File: src/rtl/fetch_if_stage_if.sv
// rtl/fetch_if_stage_if.sv - instruction memory req/ack bus between fetch stage and imem
interface fetch_if_stage_if;
    logic        imem_req;
    logic [31:0] imem_addr;
    logic        imem_ack;
    logic [31:0] imem_rdata;

    modport master (
        output imem_req,
        output imem_addr,
        input  imem_ack,
        input  imem_rdata
    );

    modport slave (
        input  imem_req,
        input  imem_addr,
        output imem_ack,
        output imem_rdata
    );
endinterface

File: src/rtl/fetch_if_stage.sv
// rtl/fetch_if_stage.sv - instruction fetch stage with IF/ID register; optional FETCH_STALL_CNT_EN stall counter
module fetch_if_stage #(
    parameter logic [31:0] RESET_PC = 32'h0000_0000,
    parameter logic [31:0] NOP_INST = 32'h0000_0000
) (
    input  logic               clk,
    input  logic               rst,
    input  logic               hold_pc,
    input  logic               hold_if,
    input  logic               br,
    input  logic [31:0]        pc_branch,
    fetch_if_stage_if.master   imem,
    output logic [31:0]        inst_out,
    output logic [31:0]        pc_out,
    output logic               inst_valid
`ifdef FETCH_STALL_CNT_EN
    ,
    output logic [31:0]        stall_cnt
`endif
);

    typedef enum logic [1:0] {
        S_REQ  = 2'd0,
        S_HOLD = 2'd1,
        S_DROP = 2'd2
    } state_t;

    state_t      state_q, state_d;
    logic [31:0] pc_q, pc_d;
    logic [31:0] req_addr_q, req_addr_d;
    logic [31:0] skid_q, skid_d;
    logic [31:0] skid_pc_q, skid_pc_d;
    logic [31:0] inst_q, inst_d;
    logic [31:0] pc_out_q, pc_out_d;
    logic        valid_q, valid_d;

    logic        hold;
    logic [31:0] target;
    logic [31:0] pc_plus4;

    assign hold     = hold_pc | hold_if;
    assign target   = {pc_branch[31:2], 2'b00};
    assign pc_plus4 = pc_q + 32'd4;

    // The request is a pure function of state; nothing is requested while in reset
    // or while a fetched word waits in the skid buffer.
    assign imem.imem_req  = ~rst & (state_q != S_HOLD);
    assign imem.imem_addr = req_addr_q;

    assign inst_out   = inst_q;
    assign pc_out     = pc_out_q;
    assign inst_valid = valid_q;

    // Next-state: redirect beats stall beats normal flow in every state.
    always_comb begin
        state_d    = state_q;
        pc_d       = pc_q;
        req_addr_d = req_addr_q;
        skid_d     = skid_q;
        skid_pc_d  = skid_pc_q;
        inst_d     = inst_q;
        pc_out_d   = pc_out_q;
        valid_d    = valid_q;
        unique case (state_q)
            S_REQ: begin
                if (br) begin
                    pc_d    = target;
                    inst_d  = NOP_INST;
                    valid_d = 1'b0;
                    if (imem.imem_ack) begin
                        req_addr_d = target;
                    end else begin
                        // Old address must stay on the bus until its ack returns.
                        state_d = S_DROP;
                    end
                end else if (hold) begin
                    if (imem.imem_ack) begin
                        skid_d    = imem.imem_rdata;
                        skid_pc_d = pc_plus4;
                        state_d   = S_HOLD;
                    end
                end else if (imem.imem_ack) begin
                    inst_d     = imem.imem_rdata;
                    pc_out_d   = pc_plus4;
                    valid_d    = 1'b1;
                    pc_d       = pc_plus4;
                    req_addr_d = pc_plus4;
                end else begin
                    inst_d  = NOP_INST;
                    valid_d = 1'b0;
                end
            end
            S_HOLD: begin
                if (br) begin
                    pc_d       = target;
                    req_addr_d = target;
                    inst_d     = NOP_INST;
                    valid_d    = 1'b0;
                    state_d    = S_REQ;
                end else if (!hold) begin
                    inst_d     = skid_q;
                    pc_out_d   = skid_pc_q;
                    valid_d    = 1'b1;
                    pc_d       = pc_plus4;
                    req_addr_d = pc_plus4;
                    state_d    = S_REQ;
                end
            end
            S_DROP: begin
                if (br) begin
                    pc_d = target;
                end
                if (imem.imem_ack) begin
                    req_addr_d = br ? target : pc_q;
                    state_d    = S_REQ;
                end
                if (br || !hold) begin
                    inst_d  = NOP_INST;
                    valid_d = 1'b0;
                end
            end
            default: begin
                state_d = S_REQ;
            end
        endcase
    end

    // State and IF/ID register, asynchronously reset to the reset vector.
    always_ff @(posedge clk or posedge rst) begin
        if (rst) begin
            state_q    <= S_REQ;
            pc_q       <= RESET_PC;
            req_addr_q <= RESET_PC;
            skid_q     <= 32'd0;
            skid_pc_q  <= 32'd0;
            inst_q     <= NOP_INST;
            pc_out_q   <= 32'd0;
            valid_q    <= 1'b0;
        end else begin
            state_q    <= state_d;
            pc_q       <= pc_d;
            req_addr_q <= req_addr_d;
            skid_q     <= skid_d;
            skid_pc_q  <= skid_pc_d;
            inst_q     <= inst_d;
            pc_out_q   <= pc_out_d;
            valid_q    <= valid_d;
        end
    end

`ifdef FETCH_STALL_CNT_EN
    logic [31:0] stall_cnt_q;

    assign stall_cnt = stall_cnt_q;

    // Counts every cycle that leaves decode without a fresh instruction.
    always_ff @(posedge clk or posedge rst) begin
        if (rst) begin
            stall_cnt_q <= 32'd0;
        end else if (hold || !valid_d) begin
            stall_cnt_q <= stall_cnt_q + 32'd1;
        end
    end
`endif

endmodule

File: src/flat_wrapper.sv
// flat-port wrapper written by rule: the top's interface ports become plain ports
module fetch_if_stage_flat 
#(
    parameter logic [31:0] RESET_PC = 32'h0000_0000,
    parameter logic [31:0] NOP_INST = 32'h0000_0000
)
  (clk, rst, hold_pc, hold_if, br, pc_branch, inst_out, pc_out, inst_valid, imem_imem_req, imem_imem_addr, imem_imem_ack, imem_imem_rdata);
  fetch_if_stage_if imem_i ();
  input  logic clk;
  input  logic rst;
  input  logic hold_pc;
  input  logic hold_if;
  input  logic br;
  input  logic [31:0] pc_branch;
  output logic [31:0] inst_out;
  output logic [31:0] pc_out;
  output logic inst_valid;
  output wire logic [$bits(imem_i.imem_req)-1:0] imem_imem_req;
  output wire logic [$bits(imem_i.imem_addr)-1:0] imem_imem_addr;
  input wire logic [$bits(imem_i.imem_ack)-1:0] imem_imem_ack;
  input wire logic [$bits(imem_i.imem_rdata)-1:0] imem_imem_rdata;
  assign imem_imem_req = imem_i.imem_req;
  assign imem_imem_addr = imem_i.imem_addr;
  assign imem_i.imem_ack = imem_imem_ack;
  assign imem_i.imem_rdata = imem_imem_rdata;
  fetch_if_stage #(.RESET_PC(RESET_PC), .NOP_INST(NOP_INST)) u_core (.clk(clk), .rst(rst), .hold_pc(hold_pc), .hold_if(hold_if), .br(br), .pc_branch(pc_branch), .imem(imem_i), .inst_out(inst_out), .pc_out(pc_out), .inst_valid(inst_valid));
endmodule
File: config.mk
export PLATFORM = sky130hd
export DESIGN_NAME = fetch_if_stage_flat
export DESIGN_NICKNAME = d
export VERILOG_FILES = /design/src/rtl/fetch_if_stage_if.sv /design/src/rtl/fetch_if_stage.sv /design/src/flat_wrapper.sv
export SDC_FILE = /design/constraint.sdc
export NUM_CORES = 1
export LEC_CHECK = 0
export ABC_AREA = 1
export BUFFER_PORTS_ARGS = -buffer_cell sky130_fd_sc_hd__buf_2
export CAP_MARGIN = 10
export CORE_MARGIN = 1
export CORE_UTILIZATION = 56
export DETAILED_ROUTE_END_ITERATION = 12
export PLACE_DENSITY_LB_ADDON = 0.1
export SYNTH_ARGS = -nofsm -noshare
export SYNTH_HDL_FRONTEND = slang
export SYNTH_SLANG_ARGS = --single-unit
File: constraint.sdc
create_clock -name clk -period 6.5 [get_ports clk]
set_input_delay 0.325 -clock clk [delete_from_list [all_inputs] [get_ports clk]]
set_output_delay 0.325 -clock clk [all_outputs]
set_load 0.1 [all_outputs]
==> results.cfg, run 1 <==
[floorplan]
die-width_um = 131
rows = 46
ios = 168
die-area_sq_mm = 0.0171
start_util_pct = 57.9
fp.dieH_um = 131
core_sq_mm = 0.0161

[placed_design]
gpl.final_weighted_congestion = 0.931
place_ws_ns = 3.19
port_buffers = 165
place_hpwl_um = 16400

[cells_and_area]
syn2layout_area_growth_pct = 16.6
nNetsFinal = 1429
fill_cells = 1415
diodes = 0
post-route-util_pct = 67.5
seqCellArea_sq_mm = 0.00488
layout-drive-gt1-share_pct = 16.1
multiInputGateArea_sq_mm = 0.00388

[cts]
clk_latency_ns = 0.43
cts_setup_buffers = 0
cts_buffers = 17
root_buffer = clkbuf_16
tritoncts = done
cts_sinks = 195
postCtsHoldBufs = 0
clk_pin_slew_worst_paths_ns = 0.07
clockBufferDepth = 2
htree_levels = 4
post_cts_resized = 0

[routing]
first_pass_iters = 5
routed_wl_um = 24700
vias = 8454
avgRoutedWirePerCell_um = 15.6
drt_iter0_drc = 856
via_per_inst = 5.35
ant_nets = 0
drc = 0

[logic_synthesis]
yosysUniqueCellTypes = 32
yosysTopAreaCell = dfrtp_1
synth.area.top_cells = dfrtp_1, nand2_1, a21oi_1
synth_common_cells = nand2_1, dfrtp_1, nor2_1
synth_xor_area_share_pct = 0.847
synth_seq_area_share_pct = 52.4
synth_top_family_by_area = simple AND/OR/NAND/NOR gates
yosys.area_share.simple_pct = 27.3
synth_compound_area_share_pct = 12.7
synth_edf_count = 0
async_flop_share_pct = 100
synth_area_sq_mm = 0.00930
syn_nets = 1295
synthAdderAreaFrac_pct = 0.672
yosys_warnings = 0
syn-instance-count = 1220
syn_area_per_cell_sq_um = 7.63
synth_most_common_cell = nand2_1
ys_dominant_reg_cell = dfrtp_1
synthMuxAreaShare_pct = 0
ys_ff_latch = 195
yosys.area.top_type_share_pct = 52.4

[setup_path]
cp_max_fo = 42
cp-start-kind = flip-flop
slowest_stage = clkinv_1
critical_path_required_ns = 6.81
cpLargestDelayFamily = buffers and inverters
path_class = flip-flop to flip-flop
crit_arrival_ns = 3.69
worstSetupEndpointType = flip-flop
path_buf_inv = 5
max_stage_delay_ns = 0.65
path_cells = inv_1 > ha_1 > buf_4 > inv_2 > o21ai_0 > nor2_1 > nand2_1 > buf_4 > clkinv_1 > nand3_1 > nand2_1

[job]
drv_cap = 0

[sta]
final_max_slew_viol_count = 0
clock_skew_ns = 0.00972
fin_crit_ns = 3.37
fin_ws_ns = 3.13
fin_hold_ws_ns = 0.0732
fin_crit_sh_pct = 51.9
finalSetupViolations = 0
worst_pin_slew_ns = 1.11
final_hold_viol_count = 0
rsz0062_at_grt = no
max-slew-margin-rel_pct = 25.8
fmax_ghz = 0.296
setup_tns_ns = 0

[global_routing]
grt_overflow = 0
grt_pass1_vias = 7625
antenna_found_initial = 0
grt_pass1_wl_um = 39100
grt_max_degree = 135
grt_usage_pct = 29.9

[outcome]
status = complete, no violations

[min_path]
hold_path_class = primary input to async pin
flip-flops by register name (all words and copies together) (netlist names):
name	cells
u_core.imem.imem_addr	32
u_core.inst_out	32
u_core.pc_out	32
u_core.pc_q	32
u_core.skid_pc_q	32
u_core.skid_q	32
u_core.state_q	2
u_core.inst_valid	1
worst reg2reg max path, stage by stage (launching register included):
cell	delay, ns
dfrtp_1	0.41
inv_1	0.10
ha_1	0.15
buf_4	0.38
inv_2	0.34
o21ai_0	0.31
nor2_1	0.07
nand2_1	0.06
buf_4	0.34
clkinv_1	0.68
nand3_1	0.34
nand2_1	0.08
cell type report:
type	count	area share (%)
Tap cell	216	2.49
Inverter	84	2.98
Timing Repair Buffer	173	8.17
Multi-Input combinational cell	883	35.8
Clock buffer	17	3.92
Clock inverter	13	1.68
Sequential cell	195	45.0
per-stage QoR:
| step | instances | area [sq um] |
|---|---|---|
| final | 1581 | 10800 |
| after global routing | 1581 | 10800 |
| after CTS | 1581 | 10800 |
| after detailed placement | 1551 | 10200 |
| after global placement | 1551 | 10200 |
| after floorplan | 1220 | 9300 |
final timing paths:
path	from	end	slack [ns]	cells after the start
hold reg to reg	u_core.imem.imem_addr[20]$_DFFE_PP0P_	u_core.imem.imem_addr[20]$_DFFE_PP0P_	0.47	2
setup reg to reg	u_core.state_q[1]$_DFFE_PP0P_	u_core.imem.imem_addr[16]$_DFFE_PP0P_	3.13	11
setup / recovery	u_core.state_q[1]$_DFFE_PP0P_	u_core.imem.imem_addr[16]$_DFFE_PP0P_	3.13	11
max in group asynchronous	rst	u_core.inst_out[2]$_DFFE_PP0P_	5.10	3
hold / removal	rst	u_core.pc_out[20]$_DFFE_PP0P_	0.07	2
min in group clk	imem_imem_rdata[4]	u_core.skid_q[4]$_DFFE_PP0P_	0.10	3
logic make-up (layout without fill, tap and decap cells):
| logic type | Yosys count | after routing |
|---|---|---|
| simple gates | 647 | 647 |
| fa+ha+maj | 5 | 5 |
| xor+xnor | 9 | 9 |
| buf+inv | 142 | 287 |
| compound gates | 222 | 222 |
| flops | 195 | 195 |
cell usage in the layout (no fill, tap or decap), drive strengths merged, types with 5 or more instances in the layout:
cell type  Yosys  layout
nor2         113     113
a21oi        106     106
ha             5       5
clkbuf        38      17
a31oi         10      10
dfrtp        195     195
o21ai         76      76
inv           83      86
clkinv         1       7
nand3         47      47
nand2        481     481
buf           20     173
xor2           5       5
o22ai         15      15
layer usage:
metal | vias to the layer above | wire length [um] | global-route usage, %
met5 | - | 0 | 0
met4 | 0 | 250 | 8.05
met3 | 20 | 1980 | 5.42
met2 | 326 | 10600 | 42.7
met1 | 3962 | 11800 | 46.6
li1 | 4146 | - | -
Power of run 1 is not shown: default switching activity piles up to over one toggle a cycle in this logic, so the estimate is an artifact.
==> inputs of run 2 (changes only) <==
clock period = 3.47 ns   (was 6.5 ns; I/O delays follow)
==> run 2 against run 1 <==
Against the previous run:
- design area is 3.9% higher
- hold slack got worse by 0.054 ns
- first-iteration DRC count down 14%
- routed wire length up 1.0%
- clock skew is 0.0022 ns higher
- worst setup slack got worse by 2.3 ns
- highest routed layer unchanged
==> results.cfg, run 2 (synthesized netlist as in run 1, its figures left out) <==
[sta]
final_max_slew_viol_count = 0
setup_tns_ns = 0
final_hold_viol_count = 0
worst_pin_slew_ns = 1.09
fmax_ghz = 0.384
max-slew-margin-rel_pct = 27.4
clock_skew_ns = 0.0119
finalSetupViolations = 0
rsz0062_at_grt = no
fin_crit_sh_pct = 75.1
fin_hold_ws_ns = 0.0196
fin_crit_ns = 2.61

[floorplan]
rows = 46
fp.dieH_um = 131
core_sq_mm = 0.0161
ios = 168
die-area_sq_mm = 0.0171
start_util_pct = 57.9
die-width_um = 131

[routing]
ant_nets = 0
first_pass_iters = 6
drt_iter0_drc = 734
routed_wl_um = 24900
drc = 0
via_per_inst = 5.35
avgRoutedWirePerCell_um = 15.4
vias = 8676

[global_routing]
grt_pass1_vias = 7645
grt_usage_pct = 30.3
grt_overflow = 0
antenna_found_initial = 0
grt_max_degree = 70
grt_pass1_wl_um = 39400

[cts]
cts_setup_buffers = 0
clk_pin_slew_worst_paths_ns = 0.07
clockBufferDepth = 2
htree_levels = 4
postCtsHoldBufs = 33
tritoncts = done
cts_buffers = 17
clk_latency_ns = 0.44
cts_sinks = 195
root_buffer = clkbuf_16
post_cts_resized = 0

[cells_and_area]
most-common-layout-cells = nand2_1, dfrtp_1, buf_2
post-route-util_pct = 70.2
stdcell_count = 1623
layout-drive-gt1-share_pct = 16.2
multiInputGateArea_sq_mm = 0.00388
seqCellArea_sq_mm = 0.00488
layout_commonest_cell = nand2_1
syn2layout_area_growth_pct = 21.1
nNetsFinal = 1468
fill_cells = 1309

[setup_path]
critical_path_required_ns = 3.79
cpLargestDelayFamily = buffers and inverters
path_cells = inv_1 > ha_1 > inv_2 > o21ai_0 > nor2_1 > nand2_1 > clkinv_1 > nand3_1 > nand2_1
slowest_stage = clkinv_1
crit_path_frequent_cell = nand2_1
cp-start-kind = flip-flop
cp_max_fo = 28
path_buf_inv = 3
path_class = flip-flop to flip-flop
worstSetupEndpointType = flip-flop
max_stage_delay_ns = 0.60
crit_arrival_ns = 2.93

[placed_design]
dp_cells = 1557
port_buffers = 165
gpl.final_weighted_congestion = 0.918
place_hpwl_um = 16700

[job]
drv_cap = 0

[outcome]
status = complete, no violations

[min_path]
hold_path_class = primary input to flip-flop
-- run 2: cell count changes in the layout (fill, tap and decap cells not counted), sizes merged --
cell	delta
bufinv	-1
clkbuf	+1
inv	+1
buf	+6
diode	+1
clkinv	-2
dlygate4sd3	+33
clkinvlp	+3
-- run 2: worst paths after layout --
| kind | start | endpoint | slack (ns) | depth (start not counted) |
|---|---|---|---|---|
| max reg2reg | u_core.state_q[1]$_DFFE_PP0P_ | u_core.imem.imem_addr[14]$_DFFE_PP0P_ | 0.86 | 9 |
| min in group asynchronous | rst | u_core.pc_out[22]$_DFFE_PP0P_ | 0.41 | 3 |
| min | imem_imem_ack | u_core.state_q[0]$_DFFE_PP0P_ | 0.02 | 3 |
| min reg2reg | u_core.pc_out[15]$_DFFE_PP0P_ | u_core.pc_out[15]$_DFFE_PP0P_ | 0.47 | 2 |
| max in group asynchronous | rst | u_core.pc_q[14]$_DFFE_PP0P_ | 2.14 | 4 |
| max | u_core.state_q[1]$_DFFE_PP0P_ | u_core.imem.imem_addr[14]$_DFFE_PP0P_ | 0.86 | 9 |
-- run 2: final cells by class --
cell class              count  area share, %
inverters                  84           2.83
diodes                      1         0.0222
flip-flops and latches    195           43.3
repair buffers            212           11.4
clock buffers              18           3.90
multi-input cells         883           34.4
clock inverters            14           1.71
well taps                 216           2.40
-- run 2: metrics by stage --
step	worst slack, ns	instance area, sq um
floorplan	0.778	9310
CTS	0.899	11300
global route	0.673	11300
detailed placement	0.832	10300
finish	0.862	11300
global placement	0.839	10300
-- run 2: worst reg2reg max path: cells and delay by family (launching register included) --
family | cells | cell delay [ns]
AO/OA/AOI/OAI | 1 | 0.31
adder cells (fa/ha/maj) | 1 | 0.22
buffers and inverters | 3 | 0.93
flip-flops | 1 | 0.42
AND/OR/NAND/NOR | 4 | 0.61
-- run 2: routing by layer --
layer / up-vias / GRT usage [%] / routed length [um]
met4: 0 / 8.18 / 314
met5: - / 0 / 0
li1: 4231 / - / -
met3: 27 / 6.43 / 1860
met1: 4085 / 47.1 / 12100
met2: 333 / 42.5 / 10600
Power of run 2 is left out for the same reason.
==> inputs of run 3 (changes only) <==
CORE_UTILIZATION = 51   (was 56)
clock period = 2.15 ns   (was 3.47 ns; I/O delays follow)
==> run 3 against run 2 <==
Against the previous run:
- sequential share of layout area down 1.4 points
- die area up 9.6%
- flip-flop and latch count unchanged
==> results.cfg, run 3 (synthesized netlist as in run 1, its figures left out) <==
[sta]
setup_tns_ns = 0
worst_pin_slew_ns = 0.746
final_max_slew_viol_count = 0
final_hold_viol_count = 0
rsz0062_at_grt = no
clock_skew_ns = 0.0124
fmax_ghz = 0.503
max-slew-margin-rel_pct = 50.1
finalSetupViolations = 0
fin_crit_ns = 1.99
fin_crit_sh_pct = 92.5

[global_routing]
grt_usage_pct = 27.9
grt_pass1_vias = 7693
antenna_found_initial = 0
grt_max_degree = 66
busiest_layer = met1
met3_usage_pct = 4.81
grt_pass1_wl_um = 40000
grtUsageMet1_pct = 44.1
grt_use_met2_pct = 39.1
grt_overflow = 0

[setup_path]
critical_path_required_ns = 2.04
path_cells = inv_1 > ha_1 > buf_12 > nor2_2 > buf_2
cp_max_fo = 41
crit_start = u_core.state_q[1]$_DFFE_PP0P_
slowest_stage = buf_2
worstSetupEndpointType = output port
path_class = flip-flop to output port
cpLargestDelayFamily = buffers and inverters
max_stage_delay_ns = 0.42
r2r-start = u_core.pc_q[5]$_DFFE_PP0P_
crit_arrival_ns = 1.88
cp-start-kind = flip-flop
path_buf_inv = 3

[placed_design]
gpl.final_weighted_congestion = 0.921
dp_cells = 1598
place_hpwl_um = 17700
port_buffers = 165

[cts]
clockBufferDepth = 2
clk_pin_slew_worst_paths_ns = 0.08
clk_latency_ns = 0.44
htree_levels = 4
tritoncts = done
cts_sinks = 195
post_cts_resized = 0
cts_buffers = 17
root_buffer = clkbuf_16

[outcome]
status = complete, no violations

[routing]
first_pass_iters = 5
ant_nets = 0
via_per_inst = 5.17
avgRoutedWirePerCell_um = 15.3
drt_iter0_drc = 608
vias = 8611
routed_wl_um = 25500
drc = 0

[floorplan]
die-width_um = 137
fp.dieH_um = 137
core_sq_mm = 0.0179
rows = 49
start_util_pct = 52.0
ios = 168
die-area_sq_mm = 0.0188

[min_path]
hp-start = br
hold_path_class = primary input to flip-flop

[cells_and_area]
stdcell_count = 1664
most-common-layout-cells = nand2_1, dfrtp_1, buf_2
diodes = 0
layout_commonest_cell = nand2_1
nNetsFinal = 1497
syn2layout_area_growth_pct = 25.1
layout-drive-gt1-share_pct = 17.9

[job]
drv_cap = 0
==> run 3: cell types whose count changed in the layout (fill, tap and decap cells not counted), moves of 2 or more <==
cell / previous run / this run
buf_12: 2 / 12
clkinv_4: 2 / 0
buf_4: 12 / 30
inv_6: 3 / 6
clkinv_8: 1 / 5
==> run 3: worst reg2reg max path: stages, from the launching register on <==
cell     delay, ns
dfrtp_1       0.42
nand2_1       0.16
nor2_2        0.24
nand2_2       0.15
nor2_4        0.19
xnor2_1       0.30
nand2_1       0.17
nand3_1       0.12
nand2_1       0.06
==> run 3: cell type report <==
type	instances	area [sq um]
fill	1588	6270
clock inverter	15	213
tap	229	287
timing repair buffer	241	1630
multi-input combinational	883	3880
clock buffer	17	425
sequential	195	4880
inverter	84	319
==> run 3: layer usage <==
| metal | routed length, um | vias to the layer above |
|---|---|---|
| met2 | 10800 | 273 |
| met3 | 1720 | 17 |
| met1 | 12700 | 4039 |
| met5 | 0 | - |
| met4 | 235 | 0 |
| li1 | - | 4282 |
==> run 3: timing repair <==
action / 4_1_cts / 5_1_grt
setup buffers: 0 / 0
hold endpoints to repair: 85 / 0
hold buffers: 34 / 0
==> run 3: through the flow <==
stage	instance area [sq um]	hold WS (ns)	setup slack (ns)	utilization, %
after global routing	11600	0.0512	0.0473	65.0
after floorplan	9310	0.224	-0.476	-
after global placement	10700	0.282	0.299	59.5
final	11600	0.0198	0.161	65.0
after CTS	11600	0.00759	0.155	65.0
after detailed placement	10700	0.288	0.256	59.5
==> run 3: worst paths after layout <==
path / endpoint / slack, ns / cells past startpoint
setup / recovery: imem_imem_req / 0.16 / 5
setup reg to reg: u_core.imem.imem_addr[17]$_DFFE_PP0P_ / 0.22 / 8
max in group asynchronous: u_core.skid_pc_q[17]$_DFFE_PP0P_ / 1.09 / 4
hold reg to reg: u_core.pc_out[19]$_DFFE_PP0P_ / 0.48 / 2
min in group asynchronous: u_core.pc_q[31]$_DFFE_PP0P_ / 0.37 / 3
hold / removal: u_core.inst_valid$_DFFE_PP0P_ / 0.02 / 4
Power of run 3 is left out for the same reason.
